$ cat src/rtl/alu_serial.sv
// Bit-serial 32-bit ALU: one operand bit per clock, LSB first, through an IDLE/RUN/DONE FSM.
// Results and status flags are committed on the edge that processes the last bit.
module alu_serial (
  input  logic        clk,
  input  logic        rst,
  input  logic        start,
  input  logic [31:0] A,
  input  logic [31:0] B,
  input  logic        ty,
  input  logic [2:0]  ALU_op,
  output logic        ready,
  output logic        busy,
  output logic        done,
  output logic [31:0] res,
  output logic        zero,
  output logic        carry,
  output logic        overflow,
  output logic [1:0]  dbg_state
);

  // Handshake: an operation is accepted on a rising edge where ready=1 and start=1;
  // done is a single-cycle pulse and res/flags are valid from that cycle onward.

  typedef enum logic [1:0] {
    S_IDLE = 2'd0,
    S_RUN  = 2'd1,
    S_DONE = 2'd2
  } state_t;

  localparam logic [2:0] OP_AND = 3'b000;
  localparam logic [2:0] OP_OR  = 3'b001;
  localparam logic [2:0] OP_ADD = 3'b010;
  localparam logic [2:0] OP_XOR = 3'b011;
  localparam logic [2:0] OP_NOR = 3'b100;
  localparam logic [2:0] OP_RSV = 3'b101;
  localparam logic [2:0] OP_SUB = 3'b110;
  localparam logic [2:0] OP_SLT = 3'b111;

  state_t      state_q, state_d;
  logic [4:0]  count_q, count_d;
  logic [31:0] a_q, a_d;
  logic [31:0] b_q, b_d;
  logic [2:0]  op_q, op_d;
  logic        cy_q, cy_d;
  logic [31:0] sr_q, sr_d;
  logic [31:0] res_q, res_d;
  logic        zero_q, zero_d;
  logic        carry_q, carry_d;
  logic        ovf_q, ovf_d;

  logic        a_bit, b_bit, is_sub, is_arith;
  logic        sum_bit, cout, res_bit, ovf_bit;
  logic [31:0] final_res;

  always_ff @(posedge clk) begin
    if (rst) state_q <= S_IDLE;
    else     state_q <= state_d;
  end

  always_comb begin
    state_d = state_q;
    case (state_q)
      S_IDLE:  if (start) state_d = S_RUN;
      S_RUN:   if (count_q == 5'd31) state_d = S_DONE;
      S_DONE:  state_d = S_IDLE;
      default: state_d = S_IDLE;
    endcase
  end

  always_comb begin
    ready     = (state_q == S_IDLE);
    busy      = (state_q == S_RUN);
    done      = (state_q == S_DONE);
    dbg_state = state_q;
  end

  // Subtraction is A + ~B + 1: invert B per bit and seed the carry with 1 at acceptance.
  always_comb begin
    a_bit    = a_q[count_q];
    b_bit    = b_q[count_q];
    is_sub   = (op_q == OP_SUB) || (op_q == OP_SLT);
    is_arith = is_sub || (op_q == OP_ADD);
    sum_bit  = a_bit ^ (b_bit ^ is_sub) ^ cy_q;
    cout     = (a_bit & (b_bit ^ is_sub)) | (a_bit & cy_q) | ((b_bit ^ is_sub) & cy_q);
    ovf_bit  = is_arith & (cy_q ^ cout);
    case (op_q)
      OP_AND:  res_bit = a_bit & b_bit;
      OP_OR:   res_bit = a_bit | b_bit;
      OP_ADD:  res_bit = sum_bit;
      OP_XOR:  res_bit = a_bit ^ b_bit;
      OP_NOR:  res_bit = ~(a_bit | b_bit);
      OP_SUB:  res_bit = sum_bit;
      OP_SLT:  res_bit = sum_bit;
      default: res_bit = 1'b0;
    endcase
  end

  always_comb begin
    count_d   = count_q;
    a_d       = a_q;
    b_d       = b_q;
    op_d      = op_q;
    cy_d      = cy_q;
    sr_d      = sr_q;
    res_d     = res_q;
    zero_d    = zero_q;
    carry_d   = carry_q;
    ovf_d     = ovf_q;
    final_res = 32'd0;
    if (state_q == S_IDLE && start) begin
      a_d     = A;
      b_d     = B & {32{ty}};
      op_d    = ALU_op;
      count_d = 5'd0;
      sr_d    = 32'd0;
      cy_d    = (ALU_op == OP_SUB) || (ALU_op == OP_SLT);
    end else if (state_q == S_RUN) begin
      sr_d    = {res_bit, sr_q[31:1]};
      cy_d    = cout;
      count_d = count_q + 5'd1;
      if (count_q == 5'd31) begin
        // On the last bit sum_bit is sum[31], so signed less-than is sum[31] ^ overflow.
        if (op_q == OP_SLT) final_res = {31'd0, sum_bit ^ ovf_bit};
        else                final_res = sr_d;
        res_d   = final_res;
        zero_d  = (final_res == 32'd0) && (op_q != OP_RSV);
        carry_d = is_arith & cout;
        ovf_d   = ovf_bit;
      end
    end
  end

  always_ff @(posedge clk) begin
    if (rst) begin
      count_q <= 5'd0;
      a_q     <= 32'd0;
      b_q     <= 32'd0;
      op_q    <= 3'd0;
      cy_q    <= 1'b0;
      sr_q    <= 32'd0;
      res_q   <= 32'd0;
      zero_q  <= 1'b0;
      carry_q <= 1'b0;
      ovf_q   <= 1'b0;
    end else begin
      count_q <= count_d;
      a_q     <= a_d;
      b_q     <= b_d;
      op_q    <= op_d;
      cy_q    <= cy_d;
      sr_q    <= sr_d;
      res_q   <= res_d;
      zero_q  <= zero_d;
      carry_q <= carry_d;
      ovf_q   <= ovf_d;
    end
  end

  assign res      = res_q;
  assign zero     = zero_q;
  assign carry    = carry_q;
  assign overflow = ovf_q;

endmodule

$ cat config.mk
export PLATFORM = sky130hd
export DESIGN_NAME = alu_serial
export DESIGN_NICKNAME = d
export VERILOG_FILES = /design/src/rtl/alu_serial.sv
export SDC_FILE = /design/constraint.sdc
export NUM_CORES = 1
export LEC_CHECK = 0
export BUFFER_PORTS_ARGS = -buffer_cell sky130_fd_sc_hd__buf_2
export CAP_MARGIN = 20
export CORE_ASPECT_RATIO = 0.9
export CORE_MARGIN = 2
export CORE_UTILIZATION = 45
export CTS_CLUSTER_SIZE = 10
export DETAILED_ROUTE_END_ITERATION = 8
export PLACE_DENSITY = 0.67
export SYNTH_ARGS = -nofsm -noshare
export SYNTH_HDL_FRONTEND = slang
export SYNTH_SLANG_ARGS = --single-unit
$ cat constraint.sdc
create_clock -name clk -period 4.3 [get_ports clk]
set_input_delay 0.43 -clock clk [delete_from_list [all_inputs] [get_ports clk]]
set_output_delay 0.43 -clock clk [all_outputs]
set_load 0.05 [all_outputs]
==> results of run 1 <==
[power by group through the flow]
stage | clock network, mW | registers, mW | logic, mW
CTS | 1.57 | 1.37 | 0.211
detailed placement | 0 | 1.40 | 0.210
finish | 1.55 | 1.37 | 0.209
floorplan | 0 | 1.38 | 0.147
global placement | 0 | 1.40 | 0.201
global route | 1.65 | 1.37 | 0.233
[flip-flops by register name, summed over array words and instances (netlist names)]
| register | count |
|---|---|
| a_q | 32 |
| b_q | 32 |
| res | 32 |
| sr_q | 31 |
| count_q | 5 |
| op_q | 3 |
| dbg_state | 2 |
| carry | 1 |
| cy_q | 1 |
| overflow | 1 |
| zero | 1 |
[metal layers]
| layer | vias to the layer above | wire length (µm) | global-route usage |
|---|---|---|---|
| met4 | 0 | 115 | 0.0813 |
| li1 | 2328 | - | - |
| met3 | 9 | 669 | 0.0622 |
| met2 | 105 | 5870 | 0.317 |
| met1 | 2160 | 6130 | 0.273 |
| met5 | - | 0 | 0 |
[final cells by class]
cell class                      instances  area (µm²)  share of cell area
Clock buffer                           26         499              0.0727
Clock inverter                          6         130              0.0190
Inverter                                4        15.0             0.00219
Multi-Input combinational cell        414        2550               0.371
Sequential cell                       141        2820               0.411
Tap cell                              160         200              0.0292
Timing Repair Buffer                  122         648              0.0944
[synth_stat cells, types with 2 or more instances]
cell type and number:
clkbuf_1 39, mux4_1 11, nor4_1 7, a21oi_1 73, mux4_2 5, xnor2_1 3, nand3b_1 2, o22ai_1 2
xor2_1 3, a32oi_1 2, nand2_1 146, buf_2 8, nand4_1 3, mux2i_1 6, o21ai_0 6, dfxtp_1 141
and2_1 2, buf_6 2, ha_1 4, a22o_1 32, nand3_1 4, a211oi_1 4, inv_1 4, buf_1 2
nor2b_1 4, nor2_1 46, nand2b_1 4, a22oi_1 30, nor3_1 2
[cells by family (layout without fill, tap and decap cells)]
family,count (synthesis),count (layout),share of synthesized area
AOI/OAI and AO/OA,155,155,0.182
xor gates and xnor gates,6,6,0.00940
adders and majority gates,5,5,0.0125
buffers and inverters,55,158,0.0414
DFF,141,141,0.505
muxes,23,23,0.0845
and+or+nand+nor,225,225,0.166
[worst max path at each step]
stage	slack, ns	from	cells past startpoint	endpoint
floorplan	1.24	count_q[0]	9	res[31]
CTS	0.65	count_q[0]	9	res[31]
detailed placement	0.64	count_q[0]	9	res[31]
finish	0.67	count_q[0]	9	res[31]
global placement	0.76	count_q[0]	9	res[31]
global route	0.38	count_q[0]	12	zero
[through the flow]
stage	area, µm²	total power [mW]	hold slack [ns]	setup slack (ns)
floorplan	5590	1.53	0.432	1.24
global placement	6220	1.60	0.440	0.762
detailed placement	6240	1.61	0.449	0.641
CTS	6870	3.15	0.215	0.653
global route	6870	3.25	0.212	0.382
finish	6870	3.13	0.227	0.668
==> results.ini, run 1 <==
[worst_setup_path]
start_kind=flop
slowest_stage=mux4_1
r2r_start=count_q[0]
critPathCaptureType=flop
cp_max_fo=11
critPathBufInv=1
r2r_end=res[31]
crit_arrival_ns=3.91
crit_required_ns=4.58
crit_family=multiplexers
crit_path_frequent_cell=mux4_2
worstSetupPathType=flop to flop
r2r_setup_slack_ns=0.67
crit_path_max_incr_delay_ns=0.58
cp_cell_sequence=buf_4, mux4_1, mux4_2, a21o_1, fa_1, mux4_2, nand2_1, o21ai_0, nor2b_1
r2r_cells=9

[clocking]
cts_root_buf=clkbuf_16
post-cts-setup-buffers=0
path_clk_slew_ns=0.06
clockBufferDepth=2
cts_tree=done
cts-hold-fix-buffers=0
cts_num_sinks=141
htreeDepth=4
cts.repair.resized=0
worstSkewPairLatency_ns=0.42
cts_inserted_buffers=17

[synthesis]
ys_types=42
yosys_warnings=0
syn_inst=610
synth_top_area_cell=dfxtp_1
synth_area_per_cell_um2=9.17
synth_top_area_frac=0.505
syn_area_mm2=0.00559
synth_flop_cell=dfxtp_1
synth_nets=686
synthArstFlopShare=0
yosysSeqAreaShare=0.505
synth_edf_count=0
synthTopCellsByArea=dfxtp_1 50%, nand2_1 9.8%, a21oi_1 6.5%, mux4_1 5.2%, a22o_1 5.0%
ys_seq_elements=141

[place]
dp_cells=841
place_congestion=0.812
hpwl_mm=8.67
portBuffers=110

[finish]
fin_nets=776
fillers=1091
utilization=0.568
layoutNonFillerInstCount=873
most-common-layout-cells=146 x nand2_1, 141 x dfxtp_1, 110 x buf_2
area_growth_pct=22.7
drive_gt1_frac=0.224
diodes=0
layout_commonest_cell=nand2_1

[routing]
ant_nets=0
drtIter0Drc=327
routed_via_density=5.27
vias=4602
routedWlPerCell_um=14.6
routed_wl_mm=12.8
drt_first_pass_iters=5
drc=0

[hold_path]
hold_path.class=input port to flop
hold_end=b_q[30]
holdPathStages=2
hp-start=B[30]

[sta]
fin_setup_tns_ns=0
clock.fmax_ghz=0.275
clock_skew_ns=0.00431
finalCritPeriodShare=0.845
worst_slew_pin_slew_ns=0.750
min_period_ns=3.63
maxSlewViolCount=0
setup_viol=0
slew_headroom=0.500
hold_viol=0
rsz0062_at_grt=false

[floorplan]
dieArea_mm2=0.0133
dieHeight_um=110
core_mm2=0.0121
io_pins=111
rows=38
initial_utilization=0.463
die_width_um=122

[global_route]
grt.overflow.total=0
grt_pass1_vias=4374
antenna_found_initial=0
grt_usage=0.206
grt_pass1_wl_mm=21.2
grt_max_degree=76

[pwr]
leakagePower_nw=2.79
p_switching_mw=0.668
p_int_mw=2.46
power.share.clock=0.496
power.density_mw_per_mm2=456
combPwrFrac=0.067
ir_worst_vdd_mv=0.280
power.share.sequential=0.437
swShare=0.213

[outcome]
status=complete, no violations

[run]
max_cap_violations=0

Power figures use the tool's default switching activity.
==> run 2: changes to the inputs <==
ABC_AREA = 1   (was unset)
clock period = 3.35 ns   (was 4.3 ns; I/O delays follow)
==> run 2 against run 1 <==
Compared with the run above: combinational power up 65%; synthesized cell count up 36%; maximum frequency up 26%; flip-flop and latch count unchanged; sequential share of layout area down 1.5 points; critical path depth up 11; critical path type unchanged; cell area up 3.8%; die area up 6.4%; sequential power up 29%.
==> results.ini, run 2 <==
[sta]
worst_slew_pin_slew_ns=0.735  ; -0.0155 ns
slew_headroom=0.509  ; +0.00911
clock.fmax_ghz=0.348  ; +26%
rsz0062_at_grt=false
min_period_ns=2.87  ; -0.760 ns
fin_setup_tns_ns=0  ; unchanged
hold_slack_ns=0.160  ; -0.0671 ns
finalCritPeriodShare=0.857  ; +0.0126
maxSlewViolCount=0  ; unchanged
clock_skew_ns=0.00554  ; +0.00123 ns
hold_viol=0  ; unchanged
setup_viol=0  ; unchanged

[place]
portBuffers=110  ; unchanged
hpwl_mm=9.32  ; +7.5%
place_congestion=0.826  ; +1.7%

[floorplan]
dieArea_mm2=0.0142  ; +6.4%
initial_utilization=0.465  ; +0.00154
dieHeight_um=113  ; +3.1%
rows=39  ; +2.6%
core_mm2=0.0128  ; +6.3%
io_pins=111  ; unchanged
die_width_um=125  ; +3.2%

[worst_setup_path]
r2r_end=zero
critPathCaptureType=flop
start_kind=flop
r2r_start=count_q[0]
cp_max_fo=25  ; +14
worstSetupPathType=flop to flop
r2r_setup_slack_ns=0.48  ; -0.19 ns
crit_arrival_ns=3.16  ; -0.75 ns
crit_required_ns=3.64  ; -0.94 ns
r2r_cells=20  ; +11

[routing]
drc=0  ; unchanged
routedWlPerCell_um=13.2  ; -9.8%
routed_wl_mm=14.3  ; +12%
vias=5534  ; +20%
drt_first_pass_iters=4  ; -1
ant_nets=0  ; unchanged
routed_via_density=5.10  ; -3.3%
drtIter0Drc=422  ; +29%

[clocking]
post-cts-setup-buffers=0  ; unchanged
cts_num_sinks=141  ; unchanged
worstSkewPairLatency_ns=0.42  ; about the same
cts-hold-fix-buffers=0  ; unchanged
cts_tree=done
cts_inserted_buffers=17  ; unchanged
path_clk_slew_ns=0.06  ; about the same
htreeDepth=4  ; unchanged
clockBufferDepth=2  ; unchanged
cts_root_buf=clkbuf_16
cts.repair.resized=0  ; unchanged

[hold_path]
hp-start=A[2]
hold_path.class=input port to flop
hold_end=a_q[2]
holdPathStages=3  ; +1

[global_route]
grt_pass1_wl_mm=23.8  ; +12%
grt.overflow.total=0  ; unchanged
grt_max_degree=81  ; +6.6%
grt_pass1_vias=4988  ; +14%
grt_usage=0.206  ; about the same
antenna_found_initial=0  ; unchanged

[synthesis]
yosysSeqAreaShare=0.473  ; -0.0313
synth_top_area_frac=0.473  ; -0.0313
synthArstFlopShare=0  ; unchanged
synth_edf_count=0  ; unchanged
yosysMostFrequentCell=nand2_1
ys_seq_elements=141  ; unchanged
synth_commonest_cells=160 x nand2_1, 141 x dfxtp_1, 125 x nor2_1
synth_flop_cell=dfxtp_1
synth_area_per_cell_um2=7.18  ; -22%
synthTopCellsByArea=dfxtp_1 47%, nand2_1 10%, a21oi_1 8.3%, o21ai_0 8.1%, nor2_1 7.9%
synth_top_area_cell=dfxtp_1
ys_types=27  ; -36%
syn_area_mm2=0.00596  ; +6.6%
syn_inst=831  ; +36%
synth_nets=907  ; +32%
yosys_warnings=0  ; unchanged

[pwr]
power.density_mw_per_mm2=540  ; +19%
swShare=0.243  ; +0.0301
power.share.sequential=0.459  ; +0.022
p_int_mw=2.91  ; +18%
ir_worst_vdd_mv=0.305  ; +8.7%
combPwrFrac=0.090  ; +0.023
p_switching_mw=0.938  ; +40%
p_total_mw=3.85  ; +23%
leakagePower_nw=3.06  ; +9.6%
power.share.clock=0.451  ; -0.045

[finish]
diodes=0  ; unchanged
area_growth_pct=19.5
drive_gt1_frac=0.174  ; -0.0509
most-common-layout-cells=159 x nand2_1, 141 x dfxtp_1, 124 x nor2_1
fin_nets=985  ; +27%
layout_commonest_cell=nand2_1

[outcome]
status=complete, no violations

[run]
max_cap_violations=0  ; unchanged

-- run 2: changes by cell type after synthesis, sizes merged, moves of 12 or more --
| cell | before | now |
|---|---|---|
| nand3 | 4 | 63 |
| a22oi | 30 | 0 |
| o22ai | 2 | 14 |
| nor2 | 46 | 125 |
| a21oi | 73 | 101 |
| nand2 | 146 | 160 |
| a22o | 32 | 0 |
| buf | 12 | 33 |
| o21ai | 6 | 102 |
| inv | 4 | 38 |
| mux4 | 16 | 0 |
| o211ai | 0 | 12 |
-- run 2: worst max path at each step --
stage | from | endpoint | slack (ns) | cells after the start
floorplan | count_q[0] | zero | 1.00 | 22
global placement | count_q[0] | zero | 0.61 | 20
detailed placement | count_q[0] | zero | 0.52 | 20
CTS | count_q[0] | zero | 0.51 | 20
global route | count_q[0] | zero | 0.06 | 20
finish | count_q[0] | zero | 0.48 | 20
-- run 2: cell type report --
type                            count  area, µm²
Clock inverter                      6       32.5
Fill cell                        1285       5710
Clock buffer                       26        519
Timing Repair Buffer              122        686
Tap cell                          164        205
Multi-Input combinational cell    588       2720
Sequential cell                   141       2820
Inverter                           39        146
-- run 2: power groups by stage --
stage | Combinational (mW) | Clock [mW] | Sequential [mW]
2_1_floorplan | 0.244 | 0 | 1.79
3_3_place_gp | 0.335 | 0 | 1.80
6_report | 0.345 | 1.74 | 1.77
5_1_grt | 0.397 | 1.84 | 1.77
4_1_cts | 0.346 | 1.76 | 1.77
3_5_place_dp | 0.344 | 0 | 1.80
-- run 2: cells by family (layout without fill, tap and decap cells) --
family	Yosys count	after routing	share of synthesized area
simple gates	352	352	0.238
flops	141	141	0.473
compound gates	231	231	0.205
buf+inv	102	193	0.0722
fa+ha+maj	5	5	0.0117
-- run 2: through the flow --
stage          utilization  cells  cell area (µm²)  setup WS [ns]
2_1_floorplan            -    831             5960           1.00
3_3_place_gp         0.510   1053             6550          0.611
3_5_place_dp         0.512   1054             6580          0.520
4_1_cts              0.555   1086             7130          0.509
5_1_grt              0.555   1086             7130         0.0610
6_report             0.555   1086             7130          0.478
-- run 2: worst max-delay path: stages, from the launching register on --
cell and delay [ns]:
dfxtp_1 0.65, inv_2 0.30, nand2_1 0.12, o21ai_0 0.08, o211ai_1 0.17, nand2_1 0.07, inv_1 0.05, nand3_1 0.06
nand2_1 0.09, inv_1 0.07, fa_1 0.43, inv_1 0.08, nand2_1 0.05, nand2_1 0.08, nand2_1 0.07, nand2_1 0.07
nand3b_1 0.07, nand2_1 0.08, nor2_1 0.04, nand2_1 0.07, a21oi_2 0.05
-- run 2: metal layers --
layer  vias to the layer above  part of all wire  GRT usage
met2                       115              0.43      0.311
met4                         0             0.011     0.0607
met3                        13             0.049     0.0586
met1                      2494              0.51      0.289
li1                       2912                 -          -
met5                         -                 0          0
==> run 3: changes to the inputs <==
==> constraint.sdc (replaced) <==
create_clock -name clk -period 3.35 [get_ports clk]
set_input_delay 0.1675 -clock clk [delete_from_list [all_inputs] [get_ports clk]]
set_output_delay 0.1675 -clock clk [all_outputs]
set_load 0.05 [all_outputs]
==> run 3 against run 2 <==
Compared with the run above: clock power fell by 8%; die area did not move; utilization barely moved; maximum frequency grew 0.59%; sequential power hardly changed; clock-buffer cell count up 3; critical path depth is 2 lower; worst setup slack improved by 0.017 ns; clock skew about the same; combinational power about the same; critical endpoint unchanged; largest power group unchanged; highest routed layer unchanged.
==> results.ini, run 3 (synthesis results as in run 2) <==
[place]
hpwl_mm=9.37  ; +0.48%
portBuffers=110  ; unchanged
place_congestion=0.829  ; +0.40%
dp_cells=1055  ; +0.095%
preCtsSetupSlack_ns=0.514  ; -0.00574 ns

[floorplan]
core_mm2=0.0128  ; unchanged
dieArea_mm2=0.0142  ; unchanged
rows=39  ; unchanged
initial_utilization=0.465  ; unchanged
io_pins=111  ; unchanged
die_width_um=125  ; unchanged
dieHeight_um=113  ; unchanged

[worst_setup_path]
r2r_start=count_q[0]
r2r_setup_slack_ns=0.50  ; +0.02 ns
crit_arrival_ns=3.15  ; about the same
crit_required_ns=3.65  ; about the same
critPathCaptureType=flop
r2r_end=zero
worstSetupPathType=flop to flop
worstSetupEndpoint=zero
r2r_cells=18  ; -10%
cp_max_fo=25  ; unchanged
start_kind=flop
startpoint=count_q[0]

[clocking]
worstSkewPairLatency_ns=0.42  ; about the same
cts_num_sinks=141  ; unchanged
cts.repair.resized=0  ; unchanged
cts_tree=done
path_clk_slew_ns=0.05  ; about the same
clockBufferDepth=2  ; unchanged
cts_inserted_buffers=17  ; unchanged
cts_root_buf=clkbuf_16
htreeDepth=4  ; unchanged

[sta]
setup_viol=0  ; unchanged
fin_setup_tns_ns=0  ; unchanged
worst_slew_pin_slew_ns=0.687  ; -0.0477 ns
clock_skew_ns=0.00567  ; +0.000131 ns
worst_slack_ns=0.495  ; +0.0169 ns
maxSlewViolCount=0  ; unchanged
min_period_ns=2.85  ; -0.0169 ns
hold_slack_ns=0.00509  ; -0.155 ns
clock.fmax_ghz=0.350  ; +0.59%
rsz0062_at_grt=false
finalCritPeriodShare=0.852  ; -0.00506
hold_viol=0  ; unchanged
slew_headroom=0.542  ; +0.0330

[routing]
drt_first_pass_iters=5  ; +1
drtIter0Drc=375  ; -11%
vias=5545  ; +0.20%
routedWlPerCell_um=13.1  ; -0.93%
drc=0  ; unchanged
routed_via_density=5.08  ; -0.35%
routed_wl_mm=14.3  ; -0.38%
ant_nets=0  ; unchanged

[finish]
fin_nets=992  ; +0.71%
layout_commonest_cell=nand2_1
fillers=1249  ; -2.8%
layoutNonFillerInstCount=1092  ; +0.55%
diodes=0  ; unchanged
drive_gt1_frac=0.164  ; -0.00974
most-common-layout-cells=159 x nand2_1, 141 x dfxtp_1, 124 x nor2_1
area_growth_pct=19.4  ; about the same

[global_route]
grt.overflow.total=0  ; unchanged
grt_pass1_wl_mm=24.0  ; +0.73%
grt_max_degree=81  ; unchanged
grt_pass1_vias=4999  ; +0.22%
grt_usage=0.206  ; about the same
antenna_found_initial=0  ; unchanged

[hold_path]
hold_path.class=input port to flop
holdPathStages=3  ; unchanged

[pwr]
p_total_mw=3.71  ; -3.6%
ir_worst_vdd_mv=0.346  ; +14%
leakagePower_nw=3.04  ; -0.45%
power.density_mw_per_mm2=521  ; -3.6%

[outcome]
status=complete, no violations

[run]
max_cap_violations=0  ; unchanged

run 3: worst min path at each step:
stage	startpoint	to
2_1_floorplan	ALU_op[2]	op_q[2]
3_3_place_gp	A[2]	a_q[2]
3_5_place_dp	A[9]	a_q[9]
5_1_grt	A[18]	a_q[18]
4_1_cts	A[8]	a_q[8]
6_report	A[8]	a_q[8]
run 3: repair_timing:
action                                 in CTS  in global routing
buffers inserted                            0                  0
hold buffers                                6                  0
endpoints found under the hold margin       6                  0
run 3: worst max-delay path, stage by stage, from the launching register on:
cell,delay (ns)
dfxtp_1,0.63
inv_2,0.28
o21ai_0,0.23
o211ai_1,0.11
nand3_1,0.12
nand3_1,0.08
nand2_1,0.10
inv_1,0.08
fa_1,0.43
inv_1,0.09
nand2_1,0.05
nand2_1,0.08
nand2_1,0.07
nand2_1,0.07
nand3b_1,0.08
nand2_1,0.08
nor2_1,0.04
nand2_1,0.07
a21oi_2,0.04
run 3: power by group:
group	leakage, nW	total (mW)	switching (mW)	internal, mW
registers	1.15	1.77	0.0353	1.73
logic	1.66	0.347	0.220	0.128
clock network	0.237	1.60	0.637	0.958
total	3.04	3.71	0.892	2.82
run 3: stage by stage:
step                      utilization  instance area, µm²
after global placement          0.510                6540
after global routing            0.555                7120
after detailed placement        0.512                6570
after CTS                       0.555                7120
final                           0.555                7120
after floorplan                     -                5960
run 3: final cells by class:
cell class                      instances  area, µm²  share of cell area
Clock inverter                          2       10.0             0.00141
Inverter                               39        146              0.0206
Clock buffer                           29        480              0.0675
Tap cell                              164        205              0.0288
Timing Repair Buffer                  129        741               0.104
Multi-Input combinational cell        588       2720               0.381
Sequential cell                       141       2820               0.396
run 3: layer usage:
metal / global-route usage / vias to the layer above / wire, µm
met5: 0 / - / 0
met4: 0.0622 / 0 / 122
met3: 0.0515 / 8 / 715
met2: 0.312 / 107 / 6070
met1: 0.292 / 2504 / 7380
li1: - / 2926 / -
